### src/rtl/crossover_engine.sv
// Crossover engine: takes a parent pair and builds one child chromosome.
// Single-point mode takes genes below the point from parent A and the rest from B.
// Uniform mode takes gene i from B where mask bit i is set, otherwise from A.
// The point or mask comes either from cfg_sel or from a 16-bit Galois LFSR.
// The LFSR steps exactly once per accepted pair.
module crossover_engine #(
    parameter int          GENE_W    = 8,
    parameter int          NUM_GENES = 4,
    parameter logic [15:0] LFSR_SEED = 16'hACE1
) (
    input  logic                        clk,
    input  logic                        rst,
    input  logic                        parent_valid,
    output logic                        parent_ready,
    input  logic [GENE_W*NUM_GENES-1:0] parent_a,
    input  logic [GENE_W*NUM_GENES-1:0] parent_b,
    input  logic                        mode,
    input  logic                        cfg_en,
    input  logic [NUM_GENES-1:0]        cfg_sel,
    output logic [GENE_W*NUM_GENES-1:0] crossover_gene,
    output logic                        crossover_valid,
    input  logic                        crossover_ready,
    output logic [15:0]                 xover_count
);

    localparam int CHROM_W = GENE_W * NUM_GENES;
    localparam int PT_W    = $clog2(NUM_GENES);

    typedef enum logic [1:0] {IDLE, SELECT, COMBINE, OUTPUT} state_t;

    state_t               state_reg;
    logic [15:0]          lfsr_reg;
    logic [15:0]          lfsr_next;
    logic [CHROM_W-1:0]   a_reg;
    logic [CHROM_W-1:0]   b_reg;
    logic                 mode_reg;
    logic                 cfg_en_reg;
    logic [NUM_GENES-1:0] cfg_sel_reg;
    // Holds either the crossover point (single) or the gene mask (uniform).
    logic [NUM_GENES-1:0] sel_reg;
    logic [NUM_GENES-1:0] sel_next;
    logic [CHROM_W-1:0]   gene_reg;
    logic [CHROM_W-1:0]   child_next;
    logic [NUM_GENES-1:0] pick_b;
    logic                 valid_reg;
    logic                 ready_reg;
    logic [15:0]          count_reg;
    int                   rand_pt;

    // Galois LFSR step: shift right, fold in the tap mask when the LSB falls out.
    always_comb begin
        lfsr_next = {1'b0, lfsr_reg[15:1]} ^ (lfsr_reg[0] ? 16'hB400 : 16'h0000);
    end

    // Derive the crossover point or mask from the captured config or the stepped LFSR.
    // A random point is folded into 1..NUM_GENES-1 so both parents always contribute.
    always_comb begin
        sel_next = '0;
        rand_pt  = (int'(lfsr_next[PT_W-1:0]) % (NUM_GENES - 1)) + 1;
        if (mode_reg) begin
            sel_next = cfg_en_reg ? cfg_sel_reg : lfsr_next[NUM_GENES-1:0];
        end else if (cfg_en_reg) begin
            if (cfg_sel_reg == '0)
                sel_next = NUM_GENES'(1);
            else if (int'(cfg_sel_reg) >= NUM_GENES)
                sel_next = NUM_GENES'(NUM_GENES - 1);
            else
                sel_next = cfg_sel_reg;
        end else begin
            sel_next = NUM_GENES'(rand_pt);
        end
    end

    // Per-gene source select: B where the mask bit is set, or at/after the point.
    generate
        for (genvar gi = 0; gi < NUM_GENES; gi++) begin : g_gene
            assign pick_b[gi] = mode_reg ? sel_reg[gi] : (gi >= int'(sel_reg));
            assign child_next[GENE_W*gi +: GENE_W] = pick_b[gi] ? b_reg[GENE_W*gi +: GENE_W]
                                                                : a_reg[GENE_W*gi +: GENE_W];
        end
    endgenerate

    // Control FSM with registered handshake outputs; ready never feeds valid combinationally.
    always_ff @(posedge clk) begin
        if (rst) begin
            state_reg   <= IDLE;
            lfsr_reg    <= LFSR_SEED;
            a_reg       <= '0;
            b_reg       <= '0;
            mode_reg    <= 1'b0;
            cfg_en_reg  <= 1'b0;
            cfg_sel_reg <= '0;
            sel_reg     <= '0;
            gene_reg    <= '0;
            valid_reg   <= 1'b0;
            ready_reg   <= 1'b0;
            count_reg   <= 16'h0000;
        end else begin
            case (state_reg)
                IDLE: begin
                    if (parent_valid && ready_reg) begin
                        a_reg       <= parent_a;
                        b_reg       <= parent_b;
                        mode_reg    <= mode;
                        cfg_en_reg  <= cfg_en;
                        cfg_sel_reg <= cfg_sel;
                        ready_reg   <= 1'b0;
                        state_reg   <= SELECT;
                    end else begin
                        ready_reg   <= 1'b1;
                    end
                end
                SELECT: begin
                    lfsr_reg  <= lfsr_next;
                    sel_reg   <= sel_next;
                    state_reg <= COMBINE;
                end
                COMBINE: begin
                    gene_reg  <= child_next;
                    valid_reg <= 1'b1;
                    state_reg <= OUTPUT;
                end
                OUTPUT: begin
                    if (crossover_ready) begin
                        valid_reg <= 1'b0;
                        count_reg <= count_reg + 16'h0001;
                        ready_reg <= 1'b1;
                        state_reg <= IDLE;
                    end
                end
                default: state_reg <= IDLE;
            endcase
        end
    end

    assign parent_ready    = ready_reg;
    assign crossover_gene  = gene_reg;
    assign crossover_valid = valid_reg;
    assign xover_count     = count_reg;

endmodule

### config.mk
export PLATFORM = sky130hd
export DESIGN_NAME = crossover_engine
export DESIGN_NICKNAME = d
export VERILOG_FILES = /design/src/rtl/crossover_engine.sv
export SDC_FILE = /design/constraint.sdc
export NUM_CORES = 1
export LEC_CHECK = 0
export ABC_AREA = 1
export CORE_ASPECT_RATIO = 1.2
export CORE_UTILIZATION = 40
export DETAILED_ROUTE_END_ITERATION = 8
export GPL_ROUTABILITY_DRIVEN = 0
export PLACE_DENSITY = 0.74
export SLEW_MARGIN = 20
export SYNTH_ARGS = -nofsm -noshare
export SYNTH_HDL_FRONTEND = slang
export SYNTH_SLANG_ARGS = --single-unit
export TNS_END_PERCENT = 20
### constraint.sdc
create_clock -name clk -period 3.06 [get_ports clk]
set_input_delay 0.612 -clock clk [delete_from_list [all_inputs] [get_ports clk]]
set_output_delay 0.612 -clock clk [all_outputs]
set_load 0.005 [all_outputs]
==> out/metrics.csv, run 1 <==
metric,value,unit
most frequent cells in the layout,"142 x dfxtp_1, 128 x inv_1, 122 x clkdlybuf4s50_1, 119 x o21ai_0, 105 x nor2_1",
Tmin final,2.03,ns
antenna violations before repair,1,
HP Class,register to register,
critical path class,register to primary output,
"leading cell type in the layout, fill and taps excluded",dfxtp_1,
r2r startpoint,state_reg[1]$_SDFFE_PP0P_,
slew margin rel.,53.8,%
wire per inst,12.3,microns
final hold violations,0,
Synthesized Nets,912,
number of cells upsized or downsized after cts,0,
status,"complete, no violations",
Clock Tree Buf Depth,2,
kind of cell adding the most delay to the critical path,buffers and inverters,
Post-layout nets,1017,
num ports,124,
clock sinks,142,
largest net degree at the start of global routing,61,
Final HPWL DP,9500,microns
row cnt,48,
Post-CTS Setup Bufs,0,
R2R depth,7,
worst reg2reg setup slack,1.08,ns
core area,14500,sq um
vias in the first global route,4992,
Crit Reg-Reg Endpoint,a_reg[1]$_SDFFE_PP0P_,
Mapped Area,6000,sq um
die height,136,microns
Initial Utilization,41.3,%
max-cap violations,0,
WL final,14100,microns
CP Capture Type,primary output,
total CTS buffers,17,
first-pass GRT wire length,23500,microns
CP max stage delay,0.55,ns
Max VDD drop,502,uV
Critical Path Source,xover_count[9]$_SDFFE_PP0P_,
yosys warns,0,
Initial DRT Pass Iterations,4,
RSZ-0062 raised after global routing,no,
Worst path depth,1,
H-Tree Depth,4,
layout cells sized above 1,5.69,%
ant diodes,0,
Iteration-0 DRC Markers,245,
final slew viol count,0,
Least-Margin Pin Slew,0.693,ns
vias per cell,4.74,
worst path cell trace,clkdlybuf4s50_1,
CP startpoint kind,register,
Die X,114,microns
I/O Buffers,123,
Post-route DRC,0,
Pleak,3.18,nW
Synth Instances,831,
Setup TNS,0,ns
sequential share of the synthesized area,47.4,%
Max Clk Rate,492,MHz
"Avg Cell Area, Syn",7.22,sq um
post-synthesis cell type count,33,
clk_lat worst skew,0.43,ns
WP buf/inv,1,
Area Growth Syn to Fin,33.2,%
Root Driver,clkbuf_16,
Max Clock Skew,0.0123,ns
CTS tree,done,
Final Cycle Share,66.4,%
endpoints failing setup,0,
post-route ant nets,0,
critical path's slowest cell,clkdlybuf4s50_1,
GRT Residual Overflow,0,
Worst EP required,2.45,ns
"Reg clk slew, reported paths",0.06,ns
Layout fillers,1387,
Yosys reg bits,142,
GR Util All Layers,19.3,%
WP data arrival,1.42,ns
power per cell area,868,nW/um^2
cts hold-fix bufs,0,
Crit Path Max Fanout,7,
WHS,0.442,ns
critical path endpoint,xover_count[9],
Die ar.,15500,sq um
via count,5452,
[metal layers]
layer / global-route usage [%] / part of all wire (%)
met4: 8.33 / 2.1
met3: 5.53 / 4.9
met1: 23.4 / 46
met2: 31.8 / 47
met5: 0 / 0.092
[per-stage QoR]
stage / total power [mW] / instance area (sq um) / std cells / util, % / setup WS, ns
6_report: 6.93 / 7990 / 1149 / 54.9 / 1.03
5_1_grt: 7.41 / 7990 / 1149 / 54.9 / 0.917
4_1_cts: 6.98 / 7990 / 1149 / 54.9 / 1.02
3_5_place_dp: 4.81 / 7370 / 1117 / 50.7 / 0.703
3_3_place_gp: 4.76 / 7370 / 1117 / 50.7 / 0.725
2_1_floorplan: 4.05 / 6000 / 831 / - / 1.65
[kinds of logic after synthesis]
logic type      synth area share [%]
simple gates                    19.4
xor+xnor                       0.292
buf+inv                         11.6
flops                           47.4
compound gates                  19.8
fa+ha+maj                       1.46
[synth_stat cells, drive strengths merged]
cell type	count	area share (%)
dfxtp	142	47
o21ai	121	10
o2111ai	1	0.15
o211ai	1	0.13
ha	7	1.5
nand4	5	0.63
a21oi	104	8.7
o21ba	1	0.17
a31oi	2	0.21
nor3	2	0.17
buf	15	1.6
nand3	55	4.8
inv	130	8.1
xnor2	1	0.15
or2	2	0.21
xor2	1	0.15
o21bai	1	0.13
nor2	107	6.9
o21a	1	0.13
o31a	1	0.15
clkbuf	29	1.8
nand2	102	6.7
[power breakdown]
group	internal, mW	switching, mW	total, mW
logic	0.909	1.28	2.19
clock network	1.37	0.785	2.15
registers	2.32	0.264	2.59
total	4.60	2.33	6.93
[worst min-delay path by stage]
stage,start,to,slack [ns],depth (start not counted)
floorplan,lfsr_reg[5]$_SDFFE_PP1N_,lfsr_reg[5]$_SDFFE_PP1N_,0.42,2
global placement,b_reg[2]$_SDFFE_PP0P_,b_reg[2]$_SDFFE_PP0P_,0.43,2
detailed placement,a_reg[12]$_SDFFE_PP0P_,a_reg[12]$_SDFFE_PP0P_,0.44,2
CTS,a_reg[12]$_SDFFE_PP0P_,a_reg[12]$_SDFFE_PP0P_,0.45,2
global route,a_reg[6]$_SDFFE_PP0P_,a_reg[6]$_SDFFE_PP0P_,0.46,2
finish,a_reg[6]$_SDFFE_PP0P_,a_reg[6]$_SDFFE_PP0P_,0.44,2
[area by class of cell]
type                    count  area [sq um]  area share (%)
repair buffers            130          1320            16.5
well taps                 200           250            3.13
flip-flops and latches    142          2840            35.6
inverters                 130           488            6.11
multi-input cells         515          2470            30.9
clock buffers              23           488            6.11
clock inverters             9           131            1.65
No activity file was read; power rests on OpenSTA's default activity.
==> inputs of run 2 (changes only) <==
PLACE_DENSITY = 0.76   (was 0.74)
clock period = 1.8 ns   (was 3.06 ns; I/O delays follow)
==> out/metrics.csv, run 2 (same netlist as run 1, synthesis figures left out) <==
metric,value,unit,change
Sw Share,33.5,%,-0.088 points
Worst path depth,1,,unchanged
WL final,13900,microns,-1.8%
Crit Reg-Reg Endpoint,xover_count[15]$_SDFFE_PP0P_,,
core area,14500,sq um,unchanged
CTS tree,done,,
Worst EP required,1.44,ns,-1.01 ns
largest net degree at the start of global routing,74,,+21%
R2R depth,8,,+1
first-pass GRT wire length,23200,microns,-1.3%
endpoints failing setup,0,,unchanged
most frequent cells in the layout,"141 x dfxtp_1, 128 x inv_1, 122 x clkdlybuf4s50_1, 119 x o21ai_0, 105 x nor2_1",,
GRT Residual Overflow,0,,unchanged
critical path class,register to primary output,,
Comb pwr share,33.2,%,+1.6 points
r2r startpoint,state_reg[0]$_SDFFE_PP0P_,,
WP buf/inv,1,,unchanged
P_sw,3.86,mW,+66%
worst reg2reg setup slack,0.27,ns,-0.81 ns
grt met1 use,22.6,%,-0.77 points
Die X,114,microns,unchanged
Clock Tree Buf Depth,2,,unchanged
Pint,7.65,mW,+66%
Post-Place Setup Slack,-0.0187,ns,-0.722 ns
WP data arrival,1.37,ns,-0.05 ns
Tmin final,1.73,ns,
"leading cell type in the layout, fill and taps excluded",dfxtp_1,,
num ports,124,,unchanged
"Reg clk slew, reported paths",0.05,ns,about the same
WHS,0.353,ns,-0.0897 ns
Clk network pwr share,28.6,%,-2.5 points
vias in the first global route,5065,,+1.5%
Post-route DRC,0,,unchanged
M2 GR Usage,32.4,%,+0.61 points
via count,5456,,+0.073%
RSZ-0062 raised after global routing,no,,
Pleak,3.22,nW,+0.96%
Post-layout nets,1024,,+0.69%
power per cell area,1430,nW/um^2,+65%
I/O Buffers,123,,unchanged
GR Util All Layers,19.1,%,-0.24 points
H-Tree Depth,4,,unchanged
Max VDD drop,700,uV,+39%
Final Cycle Share,96.3,%,
total CTS buffers,17,,unchanged
Layout fillers,1366,,-1.5%
Post-CTS Setup Bufs,0,,unchanged
clock sinks,142,,unchanged
die height,136,microns,unchanged
busiest layer in global routing,met2,,
status,"complete, no violations",,
Crit Path Max Fanout,4,,-3
row cnt,48,,unchanged
Initial DRT Pass Iterations,5,,+1
Critical Path Source,parent_ready$_SDFFE_PP0P_,,
Initial Utilization,41.3,%,unchanged
vias per cell,4.72,,-0.45%
antenna violations before repair,1,,unchanged
Area Growth Syn to Fin,33.8,%,
layout cells sized above 1,6.29,%,+0.60 points
final setup margin,0.0657,ns,-0.963 ns
HP Class,input pin to register,,
kind of cell adding the most delay to the critical path,buffers and inverters,,
worst path cell trace,clkdlybuf4s50_1,,
met3 usage,4.73,%,-0.80 points
clk_lat worst skew,0.41,ns,-0.02 ns
CP startpoint kind,register,,
Root Driver,clkbuf_16,,
Die ar.,15500,sq um,unchanged
CP Capture Type,primary output,,
final hold violations,0,,unchanged
Reg power frac,38.2,%,+0.8 points
final slew viol count,0,,unchanged
slew margin rel.,65.2,%,+11 points
post-route ant nets,0,,unchanged
Least-Margin Pin Slew,0.523,ns,-0.170 ns
Max Clock Skew,0.00638,ns,-0.00596 ns
wire per inst,12.0,microns,-2.3%
max-cap violations,0,,unchanged
CP max stage delay,0.54,ns,about the same
Final HPWL DP,9660,microns,+1.7%
Max Clk Rate,577,MHz,
critical path's slowest cell,clkdlybuf4s50_1,,
Iteration-0 DRC Markers,276,,+13%
critical path endpoint,parent_ready,,
==> run 2: cell types whose count changed in the layout (fill, tap and decap cells not counted) <==
cell and delta:
clkinvlp_4 -3, buf_4 +4, bufinv_16 -2, dfxtp_2 +1
clkinv_2 +2, inv_6 -1, clkbuf_8 +1, clkinv_4 +1
dfxtp_1 -1, buf_12 +3, diode_2 +1
==> run 2: routing by layer <==
layer | vias to the layer above | part of all wire (%)
met5 | - | 0
met4 | 0 | 1.3
met3 | 16 | 4.5
met2 | 119 | 49
met1 | 2436 | 45
li1 | 2885 | -
==> run 2: through the flow <==
step | utilization, % | power (mW) | cells | instance area [sq um] | TNS [ns]
6_report | 55.2 | 11.5 | 1155 | 8020 | 0
5_1_grt | 55.2 | 12.4 | 1154 | 8020 | 0
4_1_cts | 55.2 | 11.6 | 1154 | 8020 | 0
3_5_place_dp | 51.3 | 8.27 | 1124 | 7460 | -0.0187
3_3_place_gp | 51.3 | 8.19 | 1124 | 7460 | 0
2_1_floorplan | - | 6.88 | 831 | 6000 | 0
==> run 2: cell type report <==
cell class	instances	area, sq um	area share (%)
flip-flops and latches	142	2840	35.5
multi-input cells	515	2470	30.8
repair buffers	137	1410	17.5
clock buffers	24	502	6.26
inverters	130	488	6.08
well taps	200	250	3.12
clock inverters	6	58.8	0.733
diodes	1	2.50	0.0312
==> run 2: worst reg2reg max path: stages (launching register included) <==
cell     delay, ns
dfxtp_1       0.36
ha_1          0.21
nand2_2       0.09
nor2_1        0.17
nand2_2       0.12
nor2_4        0.22
nand4_1       0.11
nand2_1       0.08
nor2_1        0.03
==> run 2: timing repair <==
| item | CTS | global route |
|---|---|---|
| hold endpoints to repair | 0 | 0 |
| hold buffers | 0 | 0 |
| setup endpoints to repair | 1 | 0 |
| resized for setup | 1 | 0 |
==> run 2: power by group through the flow <==
stage | registers, mW | logic, mW | clock network, mW
2_1_floorplan | 4.37 | 2.51 | 0
3_3_place_gp | 4.43 | 3.76 | 0
3_5_place_dp | 4.44 | 3.82 | 0
4_1_cts | 4.39 | 3.85 | 3.39
5_1_grt | 4.48 | 4.38 | 3.52
6_report | 4.39 | 3.81 | 3.29
==> run 2: how the worst min path moves through the flow <==
stage,startpoint,to,depth (start not counted),slack (ns)
global placement,b_reg[22]$_SDFFE_PP0P_,b_reg[22]$_SDFFE_PP0P_,2,0.43
floorplan,lfsr_reg[5]$_SDFFE_PP1N_,lfsr_reg[5]$_SDFFE_PP1N_,2,0.42
detailed placement,b_reg[22]$_SDFFE_PP0P_,b_reg[22]$_SDFFE_PP0P_,2,0.44
CTS,rst,b_reg[15]$_SDFFE_PP0P_,4,0.33
global route,rst,b_reg[8]$_SDFFE_PP0P_,4,0.37
finish,rst,b_reg[15]$_SDFFE_PP0P_,4,0.35
